## src/rtl/fetch_stage.sv

```systemverilog
// Instruction-fetch stage with PC ownership, imem request handshake and IF/ID register.
// Optional FETCH_PERF_CNT_EN enables the stall/flush performance counters.
module fetch_stage #(
  parameter logic [31:0] RESET_PC  = 32'h0000_0000,
  parameter logic [31:0] NOP_INSTR = 32'h0000_0000
) (
  input  logic        clk,
  input  logic        rst_n,
  input  logic        hold,
  input  logic        redirect,
  input  logic [31:0] redirect_pc,
  output logic        imem_req,
  output logic [31:0] imem_addr,
  input  logic        imem_ready,
  input  logic [31:0] imem_rdata,
  output logic [31:0] instr_IFID,
  output logic [31:0] pc_IFID,
  output logic [31:0] pcplus4_IFID,
  output logic        valid_IFID,
  output logic [31:0] stall_cnt,
  output logic [31:0] flush_cnt
);

  localparam int unsigned XLEN = 32;

  typedef enum logic [1:0] {
    BOOT  = 2'd0,
    FETCH = 2'd1,
    DRAIN = 2'd2
  } state_t;

  state_t            state;
  logic [XLEN-1:0]   pc;
  logic [XLEN-1:0]   pending_pc;
  logic              req_q;
  logic [XLEN-1:0]   redirect_tgt;

  // Redirect targets are word aligned.
  assign redirect_tgt = {redirect_pc[XLEN-1:2], 2'b00};

  // The request and address come straight from registers, so no input reaches them combinationally.
  assign imem_req  = req_q;
  assign imem_addr = pc;

  always_ff @(posedge clk or negedge rst_n) begin
    if (!rst_n) begin
      state        <= BOOT;
      pc           <= RESET_PC;
      pending_pc   <= '0;
      req_q        <= 1'b0;
      instr_IFID   <= NOP_INSTR;
      pc_IFID      <= '0;
      pcplus4_IFID <= '0;
      valid_IFID   <= 1'b0;
    end else begin
      case (state)
        BOOT: begin
          state      <= FETCH;
          req_q      <= 1'b1;
          instr_IFID <= NOP_INSTR;
          valid_IFID <= 1'b0;
        end
        FETCH: begin
          if (!hold) begin
            if (redirect) begin
              // Wrong-path slot is squashed; an in-flight miss must drain first.
              instr_IFID <= NOP_INSTR;
              valid_IFID <= 1'b0;
              if (imem_ready) begin
                pc <= redirect_tgt;
              end else begin
                pending_pc <= redirect_tgt;
                state      <= DRAIN;
              end
            end else if (imem_ready) begin
              instr_IFID   <= imem_rdata;
              pc_IFID      <= pc;
              pcplus4_IFID <= pc + XLEN'(4);
              valid_IFID   <= 1'b1;
              pc           <= pc + XLEN'(4);
            end else begin
              instr_IFID <= NOP_INSTR;
              valid_IFID <= 1'b0;
            end
          end
        end
        DRAIN: begin
          if (redirect) begin
            pending_pc <= redirect_tgt;
          end
          // Returned data belongs to the abandoned path and is dropped; newest target wins.
          if (imem_ready) begin
            pc    <= redirect ? redirect_tgt : pending_pc;
            state <= FETCH;
          end
          if (!hold) begin
            instr_IFID <= NOP_INSTR;
            valid_IFID <= 1'b0;
          end
        end
        default: begin
          state <= BOOT;
          req_q <= 1'b0;
        end
      endcase
    end
  end

`ifdef FETCH_PERF_CNT_EN
  logic stall_evt;
  logic flush_evt;

  assign stall_evt = (state != BOOT) && (hold || (!imem_ready && imem_req));
  assign flush_evt = redirect && (((state == FETCH) && !hold) || (state == DRAIN));

  // Saturating event counters.
  always_ff @(posedge clk or negedge rst_n) begin
    if (!rst_n) begin
      stall_cnt <= '0;
      flush_cnt <= '0;
    end else begin
      if (stall_evt && (stall_cnt != '1)) begin
        stall_cnt <= stall_cnt + XLEN'(1);
      end
      if (flush_evt && (flush_cnt != '1)) begin
        flush_cnt <= flush_cnt + XLEN'(1);
      end
    end
  end
`else
  assign stall_cnt = '0;
  assign flush_cnt = '0;
`endif

endmodule

```

## config.mk

```make
export PLATFORM = sky130hd
export DESIGN_NAME = fetch_stage
export DESIGN_NICKNAME = d
export VERILOG_FILES = /design/src/rtl/fetch_stage.sv
export SDC_FILE = /design/constraint.sdc
export NUM_CORES = 1
export LEC_CHECK = 0
export BUFFER_PORTS_ARGS = -buffer_cell sky130_fd_sc_hd__buf_4
export CAP_MARGIN = 10
export CORE_UTILIZATION = 45
export CTS_BUF_LIST = sky130_fd_sc_hd__clkbuf_8
export DETAILED_ROUTE_END_ITERATION = 12
export PLACE_DENSITY = 0.72
export SYNTH_ARGS = -nofsm -noshare
export SYNTH_HDL_FRONTEND = slang
export SYNTH_SLANG_ARGS = --single-unit
```

## constraint.sdc

```tcl
create_clock -name clk -period 2 [get_ports clk]
set_clock_uncertainty 0.05 [all_clocks]
set_input_delay 0.2 -clock clk [delete_from_list [all_inputs] [get_ports clk]]
set_output_delay 0.2 -clock clk [all_outputs]
set_load 0.005 [all_outputs]
```

==> run metrics, run 1 <==
CP delay by family, top=simple AND/OR/NAND/NOR gates; HP Class=in2reg; Netlist cell types=53; # fillers=1354; Die H=between 100 and 150 µm; vias in the first global route=between 6000 and 7000; H-Tree Depth=4; Synth Area per Inst=slightly above 10 µm²; routability cong.=approximately 0.82; core area=between 15000 and 20000 µm²; clk root buf=clkbuf_8; Main synth FF type=dfrtp_1; io pins=263; CP Class=reg2reg; Detail Route Antenna Nets=0; post-layout util=64.7%; initial antenna violation count=0; clk buf depth=2; Pre-Repair DR Iteration Count=6; status=completed; Worst EP arrival=2.30 ns; grt total ovfl=0; WHS=between 0.09 and 0.1 ns; CP peak stage delay=0.36 ns; IO buf count=approximately 200; n_diodes=0; final total power=approximately 14 mW; Slew Limit Fails=0; CP Buf/Inv Count=1; vias per std cell=roughly 5.1; Slew headroom=63.2%; Pwr per Cell Area=1310 nW/µm²; Chip Width=between 100 and 150 µm; DR WL/cell=between 15 and 20 µm; crit-path cells=ha_1 > nand3_1 > buf_4 > nor4_4 > nand4_1 > o31a_1 > o22ai_1; clk sinks=between 150 and 200; via count=between 6000 and 7000; CTS tree=built; most frequent cells in the layout=buf_4 (260), dfrtp_1 (161), nand2_1 (141); Area growth syn-to-layout=38.5%; WP data required=2.33 ns; Crit-path slowest cell=dfrtp_1; Seq. cell area=between 4000 and 5000 µm²; Syn Std Cell Area=7830 µm²; P_leak=5.30 nW; Worst-path clk slew=0.08 ns; Rows=47; Mapped Cells=777; share of layout cells above drive strength 1=32.2%; max-cap violations=0; crit end category=flop; drc violations=0; sequential fraction of the synthesis area=between 50% and 60%; top fanout value on the critical path=4; initial DRC count=roughly 460; fin crit period=just under 2 ns; area used by multi-input combinational logic=3300 µm²; startpoint type of the worst setup path=flop; Final nets=1146; dpl hpwl=about 14000 µm; Clock Latency Late Sink=0.45 ns; EDFF count, synth=0; Warnings, synthesis=0; Hold Fails Final Rpt=0; most common cell after layout, fill and taps aside=buf_4; Final setup viols=0; FF+latch count, synth=162; VDD IR-drop max=0.603 mV; full die area=17900 µm²; RSZ-0062 raised after global routing=yes; crit share post-route=98.6%; CTS Buf Count=17; largest net degree at the start of global routing=98; Detailed Route WL=roughly 20000 µm; flop2flop setup slack=0.03 ns; first-pass GRT wire length=approximately 33000 µm; Total Routing Usage GR=a little under a quarter; FMAX=507 MHz; Async S/R FF share, synth=100%; slew at the pin closest to its max-slew limit=0.553 ns; Starting Density=46.7%
==> repair_timing <==
action,in CTS,in global routing
hold endpoints to repair,121,0
gates resized for setup,3,17
hold buffers,63,0
setup buffers,0,8
cloned,0,0
pin swaps,0,12
endpoints found under the setup margin,3,79
==> cell usage after synthesis (6+ instances only) <==
| master | number | share of area, % |
|---|---|---|
| nand2_1 | 141 | 6.8 |
| buf_4 | 69 | 6.6 |
| mux2_2 | 29 | 4.2 |
| xnor2_1 | 25 | 2.8 |
| nand3_1 | 11 | 0.70 |
| o31a_1 | 13 | 1.5 |
| nor3_1 | 6 | 0.38 |
| a22oi_1 | 12 | 1.2 |
| a21oi_1 | 20 | 1.3 |
| inv_1 | 14 | 0.67 |
| buf_2 | 11 | 0.70 |
| nand4_1 | 10 | 0.80 |
| nor2_1 | 25 | 1.2 |
| dfrtp_1 | 162 | 52 |
| a22o_1 | 33 | 3.7 |
| o22ai_1 | 11 | 0.88 |
| clkbuf_1 | 40 | 1.9 |
| o21ai_0 | 72 | 4.6 |
==> sequential cells by signal, summed over array words and instances (netlist names) <==
register and flops:
pcplus4_IFID 30, imem_req 1, valid_IFID 1, imem_addr 32, pc_IFID 32, pending_pc 32
instr_IFID 32, state 2
==> path summary, 6_finish.rpt <==
path / depth (start not counted) / endpoint / from
max in group asynchronous: 3 / pc_IFID[20]$_DFFE_PN0P_ / rst_n
worst max-delay path: 7 / imem_addr[20]$_DFFE_PN0P_ / imem_addr[2]$_DFFE_PN0P_
worst max register to register: 7 / imem_addr[20]$_DFFE_PN0P_ / imem_addr[2]$_DFFE_PN0P_
worst min-delay path: 3 / state[1]$_DFFE_PN0P_ / imem_ready
min in group asynchronous: 2 / valid_IFID$_DFFE_PN0P_ / rst_n
worst min register to register: 2 / pc_IFID[8]$_DFFE_PN0P_ / pc_IFID[8]$_DFFE_PN0P_
==> kinds of logic (layout without fill, tap and decap cells) <==
logic type | count (synthesis) | after routing | share of synthesized area [%]
flops | 162 | 162 | 51.8
buf+inv | 136 | 379 | 10.0
xor+xnor | 28 | 28 | 3.13
fa+ha+maj | 5 | 5 | 0.799
compound gates | 191 | 191 | 16.2
mux | 34 | 34 | 4.86
simple gates | 220 | 220 | 13.1
other cells | 1 | 64 | 0.0479
==> worst register-to-register path, cell delays in order, from the launching register on <==
cell and delay, ns:
dfrtp_1 0.36, ha_1 0.17, nand3_1 0.19, buf_4 0.21, nor4_4 0.26, nand4_1 0.21
o31a_1 0.32, o22ai_1 0.14
==> metrics by stage <==
step                setup TNS [ns]  area, µm²  worst slack, ns  instances
global placement                 0       9690           0.0471       1202
CTS                              0      10700           0.0188       1295
finish                           0      10800           0.0278       1303
global route                -0.417      10800           -0.108       1303
floorplan                        0       8080        0.0000323        840
detailed placement         -0.0219       9690          -0.0118       1202
==> routing by layer <==
metal	share of wire, %	up-vias	global-route usage, %
met2	49	267	38.4
li1	-	3166	-
met5	0	-	0
met4	1.3	0	6.57
met3	7.7	19	6.46
met1	42	3129	29.5
==> power by group <==
| group | internal (mW) | total [mW] | switching [mW] |
|---|---|---|---|
| combinational | 3.41 | 6.50 | 3.09 |
| sequential | 4.56 | 5.37 | 0.805 |
| clock | 1.17 | 2.30 | 1.14 |
| total | 9.14 | 14.2 | 5.03 |
==> final cells by class <==
type                            count  area share [%]
Clock buffer                       20            2.54
Clock inverter                     10           0.877
Inverter                           15           0.565
Multi-Input combinational cell    542            30.5
Sequential cell                   162            37.4
Tap cell                          220            2.54
Timing Repair Buffer              334            25.6
(Power assumes the default switching activity.)
==> run 2, diff against run 1 <==
--- a/config.mk
+++ b/config.mk
@@ -10,7 +10,10 @@
 export CORE_UTILIZATION = 45
 export CTS_BUF_LIST = sky130_fd_sc_hd__clkbuf_8
 export DETAILED_ROUTE_END_ITERATION = 12
+export GPL_TIMING_DRIVEN = 0
+export MAX_ROUTING_LAYER = met4
 export PLACE_DENSITY = 0.72
+export SKIP_CTS_REPAIR_TIMING = 1
 export SYNTH_ARGS = -nofsm -noshare
 export SYNTH_HDL_FRONTEND = slang
 export SYNTH_SLANG_ARGS = --single-unit
==> run metrics, run 2 (synthesis results as in run 1) <==
placed cells=~1300; Slew headroom=59.3%; vias in the first global route=6402; final non-filler cell area=around 12000 µm²; Total Routing Usage GR=around 26%; reg2reg path depth=7; WHS=between 0.04 and 0.05 ns; io pins=263; CP Class=reg2reg; # fillers=1293; final total power=about 16 mW; Worst EP arrival=2.34 ns; Chip Width=approximately 130 µm; DR WL/cell=about 17 µm; Post-Place Cell Area=9850 µm²; WP data required=2.29 ns; hold path cells=4; crit end category=flop; largest net degree at the start of global routing=94; Clock Latency Late Sink=~0.45 ns; VDD IR-drop max=0.724 mV; Worst-path clk slew=roughly 0.08 ns; Detail Route Antenna Nets=0; Hold Fails Final Rpt=0; Area growth syn-to-layout=49.1%; RSZ-0062 raised after global routing=yes; crit share post-route=103%; Pre-Repair DR Iteration Count=9; vias per std cell=5.18; Starting Density=46.7%; clk root buf=clkbuf_8; startpoint type of the worst setup path=flop; Hold Startpoint=hold; grt total ovfl=0; R2R Path End=pending_pc[25]$_DFFE_PN0P_; HP Class=in2reg; full die area=17900 µm²; slew at the pin closest to its max-slew limit=0.611 ns; routability cong.=roughly 0.84; most frequent cells in the layout=buf_4 (310), dfrtp_1 (152), nand2_1 (140); clk buf depth=2; IO buf count=195; Rows=47; Final nets=1236; clk sinks=around 160; post-layout util=69.6%; max-cap violations=0; fin crit period=just over 2 ns; n_diodes=0; setup slack at placement=-0.837 ns; flop2flop setup slack=-0.06 ns; Final setup viols=33; Detailed Route WL=24200 µm; CTS Buf Count=17; Hold EP=pc_IFID[0]$_DFFE_PN0P_; Final WS setup=-0.0557 ns; FMAX=486 MHz; initial antenna violation count=0; initial DRC count=558; dpl hpwl=16200 µm; top fanout value on the critical path=7; drc violations=0; failing checks=negative setup slack; Setup TNS Final=-0.964 ns; first-pass GRT wire length=around 34000 µm; H-Tree Depth=4; Worst R2R Start=state[0]$_DFFE_PN0P_; CTS tree=built; most common cell after layout, fill and taps aside=buf_4; Die H=~130 µm; core area=16800 µm²; share of layout cells above drive strength 1=39.0%; fin cells=1395; via count=7220; P_leak=just under 6 nW; status=finished with violations; Slew Limit Fails=0; Pwr per Cell Area=1330 nW/µm²
-- run 2: cell types whose count changed in the layout (fill, tap and decap cells not counted), sizes merged --
cell and delta:
inv -2, clkinv -2, buf +61, clkinvlp +4, clkbuf +30, nand4 +1
-- run 2: how the worst max path moves through the flow --
stage | startpoint | end | depth (start not counted)
after floorplan | imem_addr[15]$_DFFE_PN0P_ | imem_addr[30]$_DFFE_PN0P_ | 6
after global placement | state[1]$_DFFE_PN0P_ | pc_IFID[24]$_DFFE_PN0P_ | 9
after detailed placement | state[1]$_DFFE_PN0P_ | pc_IFID[24]$_DFFE_PN0P_ | 9
after CTS | state[1]$_DFFE_PN0P_ | pc_IFID[24]$_DFFE_PN0P_ | 9
after global routing | imem_addr[15]$_DFFE_PN0P_ | imem_addr[26]$_DFFE_PN0P_ | 8
final | state[0]$_DFFE_PN0P_ | pending_pc[25]$_DFFE_PN0P_ | 7
-- run 2: metal layers --
metal | track usage (%) | vias up | part of all wire [%]
met5 | - | - | 0
met4 | 7.58 | 0 | 2.1
met3 | 6.42 | 47 | 7.9
met2 | 41.1 | 370 | 50
met1 | 32.7 | 3452 | 40
li1 | - | 3351 | -
-- run 2: critical path, stage by stage (launching register included) --
cell	delay (ns)
dfrtp_1	0.44
buf_6	0.15
ha_4	0.18
o31a_1	0.13
or3b_1	0.37
buf_6	0.18
buf_12	0.14
mux2_4	0.29
-- run 2: cell type report --
class	count	area, µm²	area share, %
flip-flops and latches	162	4070	34.8
multi-input cells	543	3450	29.5
repair buffers	306	2520	21.6
plain buffers	117	885	7.58
clock buffers	22	303	2.59
well taps	220	275	2.36
clock inverters	10	108	0.922
inverters	15	61.3	0.525
-- run 2: power by group --
group | leakage [nW] | total [mW] | internal [mW] | switching, mW
logic | 3.53 | 7.46 | 4.04 | 3.42
registers | 2.04 | 5.62 | 4.58 | 1.04
clock network | 0.206 | 2.46 | 1.26 | 1.20
==> run 3, diff against run 2 <==
--- a/config.mk
+++ b/config.mk
@@ -12,7 +12,7 @@
 export DETAILED_ROUTE_END_ITERATION = 12
 export GPL_TIMING_DRIVEN = 0
 export MAX_ROUTING_LAYER = met4
-export PLACE_DENSITY = 0.72
+export PLACE_DENSITY = 0.71
 export SKIP_CTS_REPAIR_TIMING = 1
 export SYNTH_ARGS = -nofsm -noshare
 export SYNTH_HDL_FRONTEND = slang
==> run metrics, run 3 (synthesis results as in run 1) <==
status=finished with violations; failing checks=negative setup slack; IO buf count=about 200; Starting Density=46.7%; final total power=~15 mW; # fillers=1260; vias per std cell=5.14; core area=16800 µm²; Total Routing Usage GR=25.6%; CTS Buf Count=17; io pins=263; post-layout util=68.8%; clk buf depth=2; CP Class=reg2reg; Slew Limit Fails=0; initial DRC count=579; Worst-path clk slew=0.09 ns; FMAX=484 MHz; Crit-path slowest cell=or4_4; fin crit period=2.07 ns; top fanout value on the critical path=5; Area growth syn-to-layout=47.3%; Detailed Route WL=23600 µm; Worst EP arrival=2.35 ns; Final setup viols=3; Die H=134 µm; crit-path cells=buf_6 > nand4_1 > or4_4 > nor4_4 > o21ai_1 > o2bb2ai_1; DR WL/cell=17.0 µm; CTS tree=built; HP Class=in2reg; Final WS setup=-0.0680 ns; grt total ovfl=0; full die area=17900 µm²; share of layout cells above drive strength 1=38.3%; Post-Place Cell Area=9850 µm²; crit end category=flop; crit share post-route=103%; via count=7132; max-cap violations=0; Hold Fails Final Rpt=0; CP peak stage delay=between 0.5 and 0.6 ns; most frequent cells in the layout=buf_4 (303), dfrtp_1 (150), nand2_1 (141); Slew headroom=59.8%; Rows=47; final non-filler cell area=~12000 µm²; initial antenna violation count=0; RSZ-0062 raised after global routing=yes; largest net degree at the start of global routing=88; first-pass GRT wire length=33900 µm; dpl hpwl=16200 µm; n_diodes=0; Setup TNS Final=-0.126 ns; drc violations=0; H-Tree Depth=4; WP data required=~2.3 ns; startpoint type of the worst setup path=flop; most common cell after layout, fill and taps aside=buf_4; Detail Route Antenna Nets=0; flop2flop setup slack=-0.07 ns; clk sinks=162; Final nets=1228; slew at the pin closest to its max-slew limit=0.603 ns; P_leak=5.70 nW; routability cong.=0.893; Pwr per Cell Area=1290 nW/µm²; Pre-Repair DR Iteration Count=5; Chip Width=between 100 and 150 µm; clk root buf=clkbuf_8; VDD IR-drop max=0.584 mV; vias in the first global route=6250; Clock Latency Late Sink=0.46 ns
[run 3: cell count changes in the layout (fill, tap and decap cells not counted), sizes merged]
cell      before  now
bufinv         2    1
clkinvlp       4    5
buf          332  325
clkbuf        50   46
inv           16   18
clkinv         3    4
[run 3: layout make-up]
class | count | area [µm²] | area share (%)
Inverter | 15 | 61.3 | 0.532
Clock inverter | 13 | 97.6 | 0.847
Multi-Input combinational cell | 543 | 3440 | 29.9
Timing Repair Buffer | 298 | 2460 | 21.3
Tap cell | 220 | 275 | 2.39
Sequential cell | 162 | 4070 | 35.3
Buffer | 117 | 861 | 7.47
Clock buffer | 19 | 262 | 2.27
[run 3: report_power, final]
group / switching, mW / leakage, nW / internal [mW]
clock network: 1.19 / 0.185 / 1.02
registers: 1.02 / 2.04 / 4.58
logic: 3.28 / 3.48 / 3.78
[run 3: routing by layer]
layer | global-route usage (%) | part of all wire, %
met5 | - | 0
met4 | 8.90 | 2.1
met3 | 5.74 | 7.8
met2 | 39.5 | 49
met1 | 33.3 | 42
[run 3: worst paths after layout]
check,cells past startpoint,end,from
setup / recovery,6,imem_addr[30]$_DFFE_PN0P_,imem_addr[13]$_DFFE_PN0P_
hold / removal,4,pc_IFID[3]$_DFFE_PN0P_,hold
setup reg to reg,6,imem_addr[30]$_DFFE_PN0P_,imem_addr[13]$_DFFE_PN0P_
hold reg to reg,2,pc_IFID[8]$_DFFE_PN0P_,pc_IFID[8]$_DFFE_PN0P_
max in group asynchronous,3,imem_addr[24]$_DFFE_PN0P_,rst_n
min in group asynchronous,2,pending_pc[9]$_DFFE_PN0P_,rst_n
[run 3: metrics by stage]
step | worst slack [ns] | hold WS (ns) | instances
floorplan | 0.0000323 | -0.146 | 840
global placement | -0.706 | 0.365 | 1255
detailed placement | -0.784 | 0.157 | 1256
CTS | -0.824 | -0.332 | 1288
global route | -0.123 | 0.0293 | 1387
finish | -0.0680 | 0.0394 | 1387
[run 3: critical path, delay by kind of cell, from the launching register on]
kind	cells	cell delay, ns
compound gates	2	0.27
simple gates	3	1.12
flops	1	0.38
buf+inv	1	0.12
